$ cat src/rtl/mp_reset_sequencer_pkg.sv
// Shared types and helpers for the multi-pipeline reset sequencer.
// Optional build macro used by the slice: RSTSEQ_RESTART_CNT_EN.
package librstseq;

  localparam int MAX_CH = 16;

  typedef enum logic [2:0] {
    IDLE     = 3'd0,
    SYS_WAIT = 3'd1,
    CPU_WAIT = 3'd2,
    PULSE    = 3'd3,
    GAP      = 3'd4,
    DONE     = 3'd5
  } rstseq_state_type;

  // Plain vector encodings keep the FSM register a simple logic [2:0]
  localparam logic [2:0] ST_IDLE     = IDLE;
  localparam logic [2:0] ST_SYS_WAIT = SYS_WAIT;
  localparam logic [2:0] ST_CPU_WAIT = CPU_WAIT;
  localparam logic [2:0] ST_PULSE    = PULSE;
  localparam logic [2:0] ST_GAP      = GAP;
  localparam logic [2:0] ST_DONE     = DONE;

  typedef struct packed {
    logic       found;
    logic [3:0] idx;
  } nsb_t;

  function automatic int ch_idx_width(input int n);
    return (n > 1) ? $clog2(n) : 1;
  endfunction

  // Lowest set bit of mask at or above index 'from'; from = 16 finds nothing
  function automatic nsb_t next_set_bit(input logic [MAX_CH-1:0] mask,
                                        input logic [4:0]        from);
    nsb_t res;
    res.found = 1'b0;
    res.idx   = 4'd0;
    for (int i = MAX_CH - 1; i >= 0; i--) begin
      if (mask[i] && (5'(i) >= from)) begin
        res.found = 1'b1;
        res.idx   = 4'(i);
      end else begin
        res = res;
      end
    end
    return res;
  endfunction

endpackage

$ cat src/rtl/mp_reset_sequencer_if.sv
// Control/status bundle between the sequencer and the FPGA top.
// restart_cnt exists only when RSTSEQ_RESTART_CNT_EN is defined.
interface mp_reset_sequencer_if #(
  parameter int NCH = 4
) ();
  import librstseq::*;

  localparam int CHW = ch_idx_width(NCH);

  logic           locked;
  logic [NCH-1:0] ch_en;
  logic           restart_req;
  logic           sys_rstn;
  logic [NCH-1:0] cpurst;
  logic           busy;
  logic           done;
  logic [CHW-1:0] cur_ch;
`ifdef RSTSEQ_RESTART_CNT_EN
  logic [7:0]     restart_cnt;
`endif

  modport master (
    output locked, ch_en, restart_req,
`ifdef RSTSEQ_RESTART_CNT_EN
    input  restart_cnt,
`endif
    input  sys_rstn, cpurst, busy, done, cur_ch
  );

  modport slave (
    input  locked, ch_en, restart_req,
`ifdef RSTSEQ_RESTART_CNT_EN
    output restart_cnt,
`endif
    output sys_rstn, cpurst, busy, done, cur_ch
  );

endinterface

$ cat src/rtl/mp_reset_sequencer_dcnt.sv
// Loadable down counter shared by every timed state of the sequencer.
// Loading wins over counting; the count parks at zero.
module rstseq_dcnt #(
  parameter int CW = 16
) (
  input  logic          clk,
  input  logic          rstn,
  input  logic          i_load,
  input  logic [CW-1:0] i_value,
  input  logic          i_en,
  output logic          o_zero
);

  logic [CW-1:0] r_cnt;

  // Count register: load, else decrement while enabled and non-zero
  always_ff @(posedge clk or negedge rstn) begin
    if (!rstn) begin
      r_cnt <= '0;
    end else if (i_load) begin
      r_cnt <= i_value;
    end else if (i_en && (r_cnt != '0)) begin
      r_cnt <= r_cnt - CW'(1);
    end else begin
      r_cnt <= r_cnt;
    end
  end

  assign o_zero = (r_cnt == '0);

endmodule

$ cat src/rtl/mp_reset_sequencer.sv
// Bring-up sequencer: lock -> system reset release -> staggered CPU reset pulses.
// Define RSTSEQ_RESTART_CNT_EN to add the saturating restart_cnt status output.
module mp_reset_sequencer
  import librstseq::*;
#(
  parameter int NCH       = 4,
  parameter int SYS_DLY   = 200,
  parameter int CPU_DLY   = 200,
  parameter int PULSE_LEN = 10,
  parameter int STAGGER   = 0,
  parameter int CW        = 16
) (
  input  logic                  clk,
  input  logic                  rstn,
  mp_reset_sequencer_if.slave   bus
);

  localparam int CHW = ch_idx_width(NCH);

  localparam logic [CW-1:0] SYS_LD   = CW'(SYS_DLY - 1);
  localparam logic [CW-1:0] CPU_LD   = CW'(CPU_DLY - 1);
  localparam logic [CW-1:0] PULSE_LD = CW'(PULSE_LEN - 1);
  localparam logic [CW-1:0] GAP_LD   = CW'((STAGGER > 0) ? (STAGGER - 1) : 0);

  logic [2:0]        r_state;
  logic [NCH-1:0]    r_mask;
  logic [CHW-1:0]    r_cur_ch;
  logic              r_sys_rstn;
  logic [NCH-1:0]    r_cpurst;
  logic              r_busy;
  logic              r_done;

  logic [2:0]        w_nxt_state;
  logic              w_load;
  logic [CW-1:0]     w_load_val;
  logic              w_cnt_en;
  logic              w_zero;
  logic              w_latch;
  logic              w_sel_new;
  logic [MAX_CH-1:0] w_mask_pad;
  logic [4:0]        w_sel_from;
  nsb_t              w_nsb;
  logic [CHW-1:0]    w_pulse_ch;
  logic [NCH-1:0]    w_onehot;
  logic              w_pulse_start;

  rstseq_dcnt #(
    .CW      (CW)
  ) u_dcnt (
    .clk     (clk),
    .rstn    (rstn),
    .i_load  (w_load),
    .i_value (w_load_val),
    .i_en    (w_cnt_en),
    .o_zero  (w_zero)
  );

  // Channel search: from 0 when leaving CPU_WAIT, above the current one otherwise
  always_comb begin
    w_mask_pad = '0;
    w_mask_pad[NCH-1:0] = r_mask;
    if (r_state == ST_PULSE) begin
      w_sel_from = 5'(r_cur_ch) + 5'd1;
    end else begin
      w_sel_from = 5'd0;
    end
    w_nsb = next_set_bit(w_mask_pad, w_sel_from);
  end

  // Next state and counter control; lock loss overrides every other event
  always_comb begin
    w_nxt_state = r_state;
    w_load      = 1'b0;
    w_load_val  = '0;
    w_cnt_en    = 1'b0;
    w_latch     = 1'b0;
    w_sel_new   = 1'b0;
    if (!bus.locked && (r_state != ST_IDLE)) begin
      w_nxt_state = ST_IDLE;
      w_load      = 1'b1;
    end else begin
      case (r_state)
        ST_IDLE: begin
          if (bus.locked) begin
            w_nxt_state = ST_SYS_WAIT;
            w_load      = 1'b1;
            w_load_val  = SYS_LD;
          end else begin
            w_nxt_state = ST_IDLE;
          end
        end
        ST_SYS_WAIT: begin
          w_cnt_en = 1'b1;
          if (w_zero) begin
            w_nxt_state = ST_CPU_WAIT;
            w_load      = 1'b1;
            w_load_val  = CPU_LD;
            w_latch     = 1'b1;
          end else begin
            w_nxt_state = ST_SYS_WAIT;
          end
        end
        ST_CPU_WAIT: begin
          w_cnt_en = 1'b1;
          if (!w_zero) begin
            w_nxt_state = ST_CPU_WAIT;
          end else if (w_nsb.found) begin
            w_nxt_state = ST_PULSE;
            w_load      = 1'b1;
            w_load_val  = PULSE_LD;
            w_sel_new   = 1'b1;
          end else begin
            w_nxt_state = ST_DONE;
          end
        end
        ST_PULSE: begin
          w_cnt_en = 1'b1;
          if (!w_zero) begin
            w_nxt_state = ST_PULSE;
          end else if (!w_nsb.found) begin
            w_nxt_state = ST_DONE;
          end else if (STAGGER == 0) begin
            w_nxt_state = ST_PULSE;
            w_load      = 1'b1;
            w_load_val  = PULSE_LD;
            w_sel_new   = 1'b1;
          end else begin
            w_nxt_state = ST_GAP;
            w_load      = 1'b1;
            w_load_val  = GAP_LD;
            w_sel_new   = 1'b1;
          end
        end
        ST_GAP: begin
          w_cnt_en = 1'b1;
          if (w_zero) begin
            w_nxt_state = ST_PULSE;
            w_load      = 1'b1;
            w_load_val  = PULSE_LD;
          end else begin
            w_nxt_state = ST_GAP;
          end
        end
        ST_DONE: begin
          if (bus.restart_req) begin
            w_nxt_state = ST_CPU_WAIT;
            w_load      = 1'b1;
            w_load_val  = CPU_LD;
            w_latch     = 1'b1;
          end else begin
            w_nxt_state = ST_DONE;
          end
        end
        default: begin
          w_nxt_state = ST_IDLE;
          w_load      = 1'b1;
        end
      endcase
    end
  end

  // One-hot image of the channel whose pulse starts on this edge
  always_comb begin
    if (w_sel_new) begin
      w_pulse_ch = CHW'(w_nsb.idx);
    end else begin
      w_pulse_ch = r_cur_ch;
    end
    w_onehot = '0;
    w_onehot[w_pulse_ch] = 1'b1;
    w_pulse_start = w_load && (w_nxt_state == ST_PULSE);
  end

  // State, latched mask and outputs, all registered from the next-state decode
  always_ff @(posedge clk or negedge rstn) begin
    if (!rstn) begin
      r_state    <= ST_IDLE;
      r_mask     <= '0;
      r_cur_ch   <= '0;
      r_sys_rstn <= 1'b0;
      r_cpurst   <= '0;
      r_busy     <= 1'b1;
      r_done     <= 1'b0;
    end else begin
      r_state    <= w_nxt_state;
      r_mask     <= w_latch ? bus.ch_en : r_mask;
      r_cur_ch   <= w_pulse_ch;
      r_sys_rstn <= (w_nxt_state == ST_CPU_WAIT) || (w_nxt_state == ST_PULSE) ||
                    (w_nxt_state == ST_GAP)      || (w_nxt_state == ST_DONE);
      r_busy     <= (w_nxt_state != ST_DONE);
      r_done     <= (w_nxt_state == ST_DONE);
      if (w_nxt_state != ST_PULSE) begin
        r_cpurst <= '0;
      end else if (w_pulse_start) begin
        r_cpurst <= w_onehot;
      end else begin
        r_cpurst <= r_cpurst;
      end
    end
  end

  assign bus.sys_rstn = r_sys_rstn;
  assign bus.cpurst   = r_cpurst;
  assign bus.busy     = r_busy;
  assign bus.done     = r_done;
  assign bus.cur_ch   = r_cur_ch;

`ifdef RSTSEQ_RESTART_CNT_EN
  logic       r_restart_cnt;
  logic [7:0] r_rcnt;
  logic       w_lock_loss;
  logic       w_restart;

  assign w_lock_loss = !bus.locked && (r_state != ST_IDLE);
  assign w_restart   = bus.locked && bus.restart_req && (r_state == ST_DONE);

  // Saturating count of accepted warm restarts and lock-loss recoveries
  always_ff @(posedge clk or negedge rstn) begin
    if (!rstn) begin
      r_rcnt <= 8'd0;
    end else if ((w_lock_loss || w_restart) && (r_rcnt != 8'hFF)) begin
      r_rcnt <= r_rcnt + 8'd1;
    end else begin
      r_rcnt <= r_rcnt;
    end
  end

  assign r_restart_cnt   = 1'b0;
  assign bus.restart_cnt = r_rcnt;
`endif

endmodule

$ cat src/flat_wrapper.sv
// flat-port wrapper written by rule: the top's interface ports become plain ports
module mp_reset_sequencer_flat import librstseq::*;
#(
  parameter int NCH       = 4,
  parameter int SYS_DLY   = 200,
  parameter int CPU_DLY   = 200,
  parameter int PULSE_LEN = 10,
  parameter int STAGGER   = 0,
  parameter int CW        = 16
)
  (clk, rstn, bus_locked, bus_ch_en, bus_restart_req, bus_sys_rstn, bus_cpurst, bus_busy, bus_done, bus_cur_ch);
  mp_reset_sequencer_if #(.NCH(NCH)) bus_i ();
  input  logic clk;
  input  logic rstn;
  input wire logic [$bits(bus_i.locked)-1:0] bus_locked;
  input wire logic [$bits(bus_i.ch_en)-1:0] bus_ch_en;
  input wire logic [$bits(bus_i.restart_req)-1:0] bus_restart_req;
  output wire logic [$bits(bus_i.sys_rstn)-1:0] bus_sys_rstn;
  output wire logic [$bits(bus_i.cpurst)-1:0] bus_cpurst;
  output wire logic [$bits(bus_i.busy)-1:0] bus_busy;
  output wire logic [$bits(bus_i.done)-1:0] bus_done;
  output wire logic [$bits(bus_i.cur_ch)-1:0] bus_cur_ch;
  assign bus_i.locked = bus_locked;
  assign bus_i.ch_en = bus_ch_en;
  assign bus_i.restart_req = bus_restart_req;
  assign bus_sys_rstn = bus_i.sys_rstn;
  assign bus_cpurst = bus_i.cpurst;
  assign bus_busy = bus_i.busy;
  assign bus_done = bus_i.done;
  assign bus_cur_ch = bus_i.cur_ch;
  mp_reset_sequencer #(.NCH(NCH), .SYS_DLY(SYS_DLY), .CPU_DLY(CPU_DLY), .PULSE_LEN(PULSE_LEN), .STAGGER(STAGGER), .CW(CW)) u_core (.clk(clk), .rstn(rstn), .bus(bus_i));
endmodule
$ cat config.mk
export PLATFORM = sky130hd
export DESIGN_NAME = mp_reset_sequencer_flat
export DESIGN_NICKNAME = d
export VERILOG_FILES = /design/src/rtl/mp_reset_sequencer_pkg.sv /design/src/rtl/mp_reset_sequencer_if.sv /design/src/rtl/mp_reset_sequencer_dcnt.sv /design/src/rtl/mp_reset_sequencer.sv /design/src/flat_wrapper.sv
export SDC_FILE = /design/constraint.sdc
export NUM_CORES = 1
export LEC_CHECK = 0
export CAP_MARGIN = 5
export CELL_PAD_IN_SITES_DETAIL_PLACEMENT = 2
export CELL_PAD_IN_SITES_GLOBAL_PLACEMENT = 2
export CORE_MARGIN = 3
export CORE_UTILIZATION = 30
export DETAILED_ROUTE_END_ITERATION = 12
export PLACE_DENSITY_LB_ADDON = 0.1
export SETUP_SLACK_MARGIN = 0.3
export SYNTH_ARGS = -nofsm -noshare
export SYNTH_HDL_FRONTEND = slang
export SYNTH_SLANG_ARGS = --single-unit
$ cat constraint.sdc
create_clock -name clk -period 2.8 [get_ports clk]
set_input_delay 0.7 -clock clk [delete_from_list [all_inputs] [get_ports clk]]
set_output_delay 0.7 -clock clk [all_outputs]
set_load 0.05 [all_outputs]
# ---- Yosys cells after proc, flatten, opt, wreduce, memory -nomap -nowiden
# Cells that the tools add are included.
# W data, S select, Z words.
dict set report totals {
  regBits 32
  output_inout_bits 9
  in_bits 8
}
dict set report op_classes {
  muxes 42
  addsub 2
  eq_ne 11
  reduce_logical 21
  magnitude_cmp 6
}
# operator n
set op_table {}
lappend op_table {{$pmux W16 S5} 1}
lappend op_table {{$mux W16} 4}
lappend op_table {{$mux W5} 5}
lappend op_table {{$mux W8} 3}
lappend op_table {{$mux W3} 6}
lappend op_table {{$pmux W3 S6} 1}
lappend op_table {{$logic_not A16 Y1} 1}
lappend op_table {{$mux W4} 4}
lappend op_table {{$reduce_bool A16 Y1} 1}
lappend op_table {{$sub A16 B1 Y16 const B} 1}
lappend op_table {{$mux W1} 13}
lappend op_table {{$eq A3 B2 Y1 const B} 4}
lappend op_table {{$eq A3 B3 Y1 const B} 4}
lappend op_table {{$ge A1 B5 Y1 const A} 2}
lappend op_table {{$ge A2 B5 Y1 const A} 2}
lappend op_table {{$logic_and A1 B1 Y1} 8}
lappend op_table {{$mux W2} 2}
lappend op_table {{$pmux W1 S4} 1}
lappend op_table {{$reduce_bool A2 Y1} 2}
lappend op_table {{$reduce_or A2 Y1} 2}
lappend op_table {{$reduce_or A4 Y1} 1}
lappend op_table {{$add A2 B1 Y3 const B} 1}
lappend op_table {{$eq A3 B1 Y1 const B} 1}
lappend op_table {{$logic_not A3 Y1} 1}
lappend op_table {{9 further kinds} 11}

# ---- Depth between registers and ports, before layout
dict set report depth {
  word_depth 19
  ltp_mapped 10
  ltp_nobuf 8
}

# ---- Modules after synthesis
# Synthesis repeated with hierarchy kept, for this count alone.
dict set report hier_totals {
  hier_cells 214
  area_unflattened_um2 2039.5
}
# mod seq_area_each_um2 instances cells_per_inst area_each_um2
set by_module_without_submodules {}
lappend by_module_without_submodules {mp_reset_sequencer 401.6 1 103 1032.2}
lappend by_module_without_submodules {rstseq_dcnt 400.4 1 111 1007.2}

# ---- Worst setup path after synthesis
# OpenSTA, ideal clock, no wires.
dict set report synth_path {
  path_type {register -> register}
  startpoint {register u_core.u_dcnt.r_cnt[0]}
  endpoint {register u_core.r_cpurst[1], in the netlist u_core.bus.cpurst[1]}
  path_buffers 1
  setup_time_ns 0.087
  path_stages_with_launch 10
  arrival_time_ns 2.583
  setup_slack_ns 0.130
  synth_period_minus_slack_ns 2.670
  cell_sequence {dfrtp_1 > inv_1 > ha_1 > or4b_2 > or4_4 > buf_6 > a2111oi_4 > a2bb2oi_4 > nand2b_2 > a211oi_2}
}
dict set report synth_between {
  elab_chain_len 11
}
# element line
set synth_rtl {}
lappend synth_rtl {{start: declaration} mp_reset_sequencer_dcnt.sv:14} ;# logic [CW-1:0] r_cnt;
lappend synth_rtl {{start signal: assignment} mp_reset_sequencer_dcnt.sv:21} ;# r_cnt <= i_value;
lappend synth_rtl {{start signal: assignment} mp_reset_sequencer_dcnt.sv:23} ;# r_cnt <= r_cnt - CW'(1);
lappend synth_rtl {{start signal: assignment} mp_reset_sequencer_dcnt.sv:25} ;# r_cnt <= r_cnt;
lappend synth_rtl {{$logic_not A16 Y1 *} mp_reset_sequencer_dcnt.sv:29} ;# assign o_zero = (r_cnt == '0);
lappend synth_rtl {{$mux W1 *} mp_reset_sequencer.sv:105} ;# if (!w_zero) begin
lappend synth_rtl {{$mux W1 *} --}
lappend synth_rtl {{$mux W1 *} mp_reset_sequencer.sv:78} ;# if (!bus.locked && (r_state != ST_IDLE)) begin
lappend synth_rtl {{$mux W2 *} mp_reset_sequencer.sv:164} ;# if (w_sel_new) begin
lappend synth_rtl {{net u_core.w_pulse_ch[0]} mp_reset_sequencer.sv:43} ;# logic [CHW-1:0] w_pulse_ch;
lappend synth_rtl {{$lt A2 B3 Y1 (implied by the code) / $ge A2 B1 Y1 (equally long branches)} mp_reset_sequencer.sv:170} ;# w_onehot[w_pulse_ch] = 1'b1;
lappend synth_rtl {{$logic_and A1 B1 Y1 (implied by the code)} mp_reset_sequencer.sv:170}
lappend synth_rtl {{$mux W1 (implied by the code)} mp_reset_sequencer.sv:170}
lappend synth_rtl {{$demux W1 S2 *} --}
lappend synth_rtl {{$mux W4 *} mp_reset_sequencer.sv:194} ;# end else if (w_pulse_start) begin
lappend synth_rtl {{$mux W4 *} mp_reset_sequencer.sv:192} ;# if (w_nxt_state != ST_PULSE) begin
lappend synth_rtl {{end signal: assignment} mp_reset_sequencer.sv:195} ;# r_cpurst <= w_onehot;
lappend synth_rtl {{end signal: assignment} mp_reset_sequencer.sv:197} ;# r_cpurst <= r_cpurst;
lappend synth_rtl {{end: declaration} mp_reset_sequencer.sv:29} ;# logic [NCH-1:0] r_cpurst;
# Mark *: on every way through the listed nets, which the timed path passes. The rest lies on a longest branch. The select of a mux whose other input is x is not followed.
# A chain may end at the register's enable or synchronous reset.

# ---- Worst setup path in the final report
dict set report layout_path {
  startpoint {register u_core.u_dcnt.r_cnt[0]}
  endpoint {register u_core.r_cpurst[0], in the netlist u_core.bus.cpurst[0]}
}
dict set report layout_between {
  elab_chain_len 11
}
# element line
set layout_rtl {}
lappend layout_rtl {{$logic_not A16 Y1 *} mp_reset_sequencer_dcnt.sv:29}
lappend layout_rtl {{$mux W1} mp_reset_sequencer.sv:105}
lappend layout_rtl {{$mux W1} --}
lappend layout_rtl {{$mux W1} mp_reset_sequencer.sv:78}
lappend layout_rtl {{$mux W2} mp_reset_sequencer.sv:164}
lappend layout_rtl {{$lt A2 B3 Y1 (implied by the code) / $ge A2 B1 Y1 (equally long branches)} mp_reset_sequencer.sv:170}
lappend layout_rtl {{$logic_and A1 B1 Y1 (implied by the code)} mp_reset_sequencer.sv:170}
lappend layout_rtl {{$mux W1 (implied by the code)} mp_reset_sequencer.sv:170}
lappend layout_rtl {{$demux W1 S2} --}
lappend layout_rtl {{$mux W4} mp_reset_sequencer.sv:194}
lappend layout_rtl {{$mux W4} mp_reset_sequencer.sv:192}
# Mark *: on every way between the ends. The rest lies on a longest branch, timed or not. The select of a mux whose other input is x is not followed.

==> flow_summary.json <==
{
  "outcome": "complete, no violations",
  "clock_path_buffers": 2,
  "critPathMaxStageDelay_ns": 0.47,
  "whs_ns": 0.549,
  "fin_crit_sh_pct": 92.3,
  "num_rows": 28,
  "cts_sinks": 32,
  "vias": 1768,
  "antenna_found_initial": 0,
  "ys.flop_type": "dfrtp_1",
  "p_per_area_nw_per_um2": 427,
  "crit_path_cell_trace": "inv_2, ha_4, or4b_4, or4_4, buf_12, a311oi_4, nor2_4, a311oi_1",
  "vias_per_cell": 5.51,
  "worst_pin_slew_ns": 0.708,
  "hold_violations": 0,
  "cts_root_buf": "clkbuf_8",
  "max-slew-margin-rel_pct": 52.7,
  "io_pins": 17,
  "critPathLaunchType": "register",
  "placed_cell_area_um2": 2220,
  "tritoncts": "built",
  "yosysTopAreaCell": "dfrtp_1",
  "synth_area_leaders": "dfrtp_1 (41%), nor2_1 (5.6%), xnor2_1 (4.2%)",
  "dp_slack_ns": -0.118,
  "crit_type": "register to register",
  "drt_iter0_markers": 49,
  "drc": 0,
  "setup_tns_ns": 0,
  "ys.warnings.count": 0,
  "dr.pass1.iters": 4,
  "cts.clk_slew.worst_paths_ns": 0.07,
  "clock_skew_ns": 0.00859,
  "grt_max_degree": 33,
  "post_drt_wl_per_cell_um": 21.0,
  "yosys.cell_types.count": 56,
  "worstSetupEndpointType": "register",
  "cp_data_required_time_ns": 2.99,
  "area_delta_synth_final_pct": 43.5,
  "syn_inst": 195,
  "syn_avg_cell_area_um2": 9.70,
  "synth_top_area_share_pct": 41.0,
  "min_path_cells": 2,
  "numCtsBuffers": 5,
  "coreArea_um2": 6030,
  "power.leakage_nw": 1.05,
  "critical_path_arrival_ns": 2.78,
  "min_path_type": "register to register",
  "critPathMaxFanout": 7,
  "final_net_count": 255,
  "async_reset_ff_share_pct": 100,
  "ys_ff_latch": 32,
  "yosysMostFrequentCell": "dfrtp_1",
  "crit_family": "simple AND/OR/NAND/NOR gates",
  "rsz0062_at_grt": "true",
  "fin_ws_ns": 0.215,
  "die-area_um2": 7290,
  "die_x_um": 85.4,
  "grt_overflow_total": 0,
  "die_h_um": 85.4,
  "reg2regPathDepth": 8,
  "crit_cells": 8,
  "drive_gt1_share_pct": 39.4,
  "slew_viol_final": 0,
  "fmax_mhz": 387,
  "gp_congestion": 0.795,
  "grt_first_pass_wirelength_mm": 10.3,
  "vdd_drop_max_uv": 255,
  "clkLatencyLatePin_ns": 0.29,
  "ctsHoldBuffers": 0,
  "min_period_ns": 2.58,
  "synth_edf_count": 0,
  "num_antenna_cells": 0,
  "h-tree-depth": 2,
  "portBuffers": 16,
  "dp_hpwl_mm": 4.25,
  "finalSetupViolCount": 0,
  "syn-num-nets": 205,
  "ys_seq_area_share_pct": 42.4,
  "synth_area_um2": 1890,
  "grt_util_all_layers_pct": 18.2,
  "crit_buf_inv": 2,
  "cp_slowest_cell": "or4_4",
  "first_global_vias": 1983,
  "antenna_left": 0,
  "initial_core_util_pct": 31.4,
  "synth_common_cells": "dfrtp_1 (31), nor2_1 (28), a21oi_1 (11), nand2_1 (10), xnor2_1 (9)",
  "drt_wl_total_mm": 6.73,
  "fin_area_um2": 2710,
  "maxCapViolations": 0
}
state kept, by name, summed over array words and instances (netlist names):
register,cells
u_core.u_dcnt.r_cnt,16
u_core.bus.cpurst,4
u_core.r_state,3
u_core.bus.sys_rstn,1
u_core.bus.cur_ch,2
u_core.bus.done,1
u_core.r_mask,4
u_core.bus.busy,1
tightest hold or removal path: stages, from the launching register on:
cell	delay, ns
dfrtp_1	0.39
nand3_1	0.07
a21oi_1	0.06
worst paths after layout:
kind | slack, ns | startpoint | to
worst max-delay path | 0.22 | u_core.u_dcnt.r_cnt[0]$_DFFE_PN0P_ | u_core.bus.cpurst[0]$_DFFE_PN0P_
worst min-delay path | 0.55 | u_core.bus.cpurst[3]$_DFFE_PN0P_ | u_core.bus.cpurst[3]$_DFFE_PN0P_
worst max register to register | 0.22 | u_core.u_dcnt.r_cnt[0]$_DFFE_PN0P_ | u_core.bus.cpurst[0]$_DFFE_PN0P_
worst min register to register | 0.55 | u_core.bus.cpurst[3]$_DFFE_PN0P_ | u_core.bus.cpurst[3]$_DFFE_PN0P_
max in group asynchronous | 1.64 | rstn | u_core.bus.busy$_DFF_PN1_
min in group asynchronous | 0.83 | rstn | u_core.r_state[2]$_DFF_PN0_
report_power, final:
group          internal (mW)  total (mW)  switching, mW
registers              0.486       0.513         0.0269
logic                  0.118       0.263          0.145
clock network          0.196       0.384          0.187
layer usage:
layer  global-route usage (%)  vias to the layer above  wire (um)
li1                         -                      816          -
met3                     3.69                        9        161
met2                     32.8                       23       3580
met1                     21.8                      920       2860
met4                     4.89                        0        131
met5                        0                        -          0
final cells by class:
class                      instances  area [um2]
fill                             635        3310
multi-input combinational        151        1270
tap                               75        93.8
clock inverter                     2        10.0
inverter                           5        18.8
timing repair buffer              50         432
clock buffer                       6        82.6
sequential                        32         802
stage by stage:
| stage | std cells | total power [mW] | utilization [%] |
|---|---|---|---|
| after global placement | 293 | 0.688 | 36.9 |
| after CTS | 311 | 1.14 | 42.0 |
| final | 321 | 1.16 | 45.0 |
| after detailed placement | 293 | 0.703 | 36.9 |
| after global routing | 321 | 1.22 | 45.0 |
| after floorplan | 195 | 0.623 | - |
timing repair:
item	4_1_cts	5_1_grt
setup buffers	9	10
setup endpoints to repair	24	25
gates cloned	1	0
gates resized for setup	32	24
pin swaps	19	17
layout by cell type, fill, tap and decap left out, types with 3 or more instances in the layout:
cell | Yosys | final
a21oi_1 | 11 | 8
a21oi_2 | 0 | 3
a31oi_1 | 3 | 3
buf_4 | 0 | 32
clkbuf_8 | 0 | 6
clkdlybuf4s50_1 | 0 | 16
dfrtp_1 | 31 | 31
inv_1 | 5 | 3
mux2_2 | 5 | 5
nand2_1 | 10 | 6
nand2_2 | 1 | 4
nand2b_1 | 3 | 3
nand3_1 | 6 | 5
nor2_1 | 28 | 17
nor2_2 | 1 | 3
nor2_4 | 0 | 9
nor3_1 | 6 | 5
nor3b_1 | 3 | 3
o211ai_1 | 4 | 4
or3_1 | 4 | 3
or4_4 | 1 | 3
xnor2_1 | 9 | 8
xor2_1 | 4 | 3
logic make-up (layout without fill, tap and decap cells):
family	Yosys count	count (layout)	share of synthesized area (%)
simple gates	85	86	25.0
compound gates	45	45	19.2
fa+ha+maj	2	2	1.32
buf+inv	13	63	3.04
xor+xnor	13	13	6.02
flops	32	32	42.4
mux	5	5	2.98
Note: power is estimated with default switching activity, not from simulation.
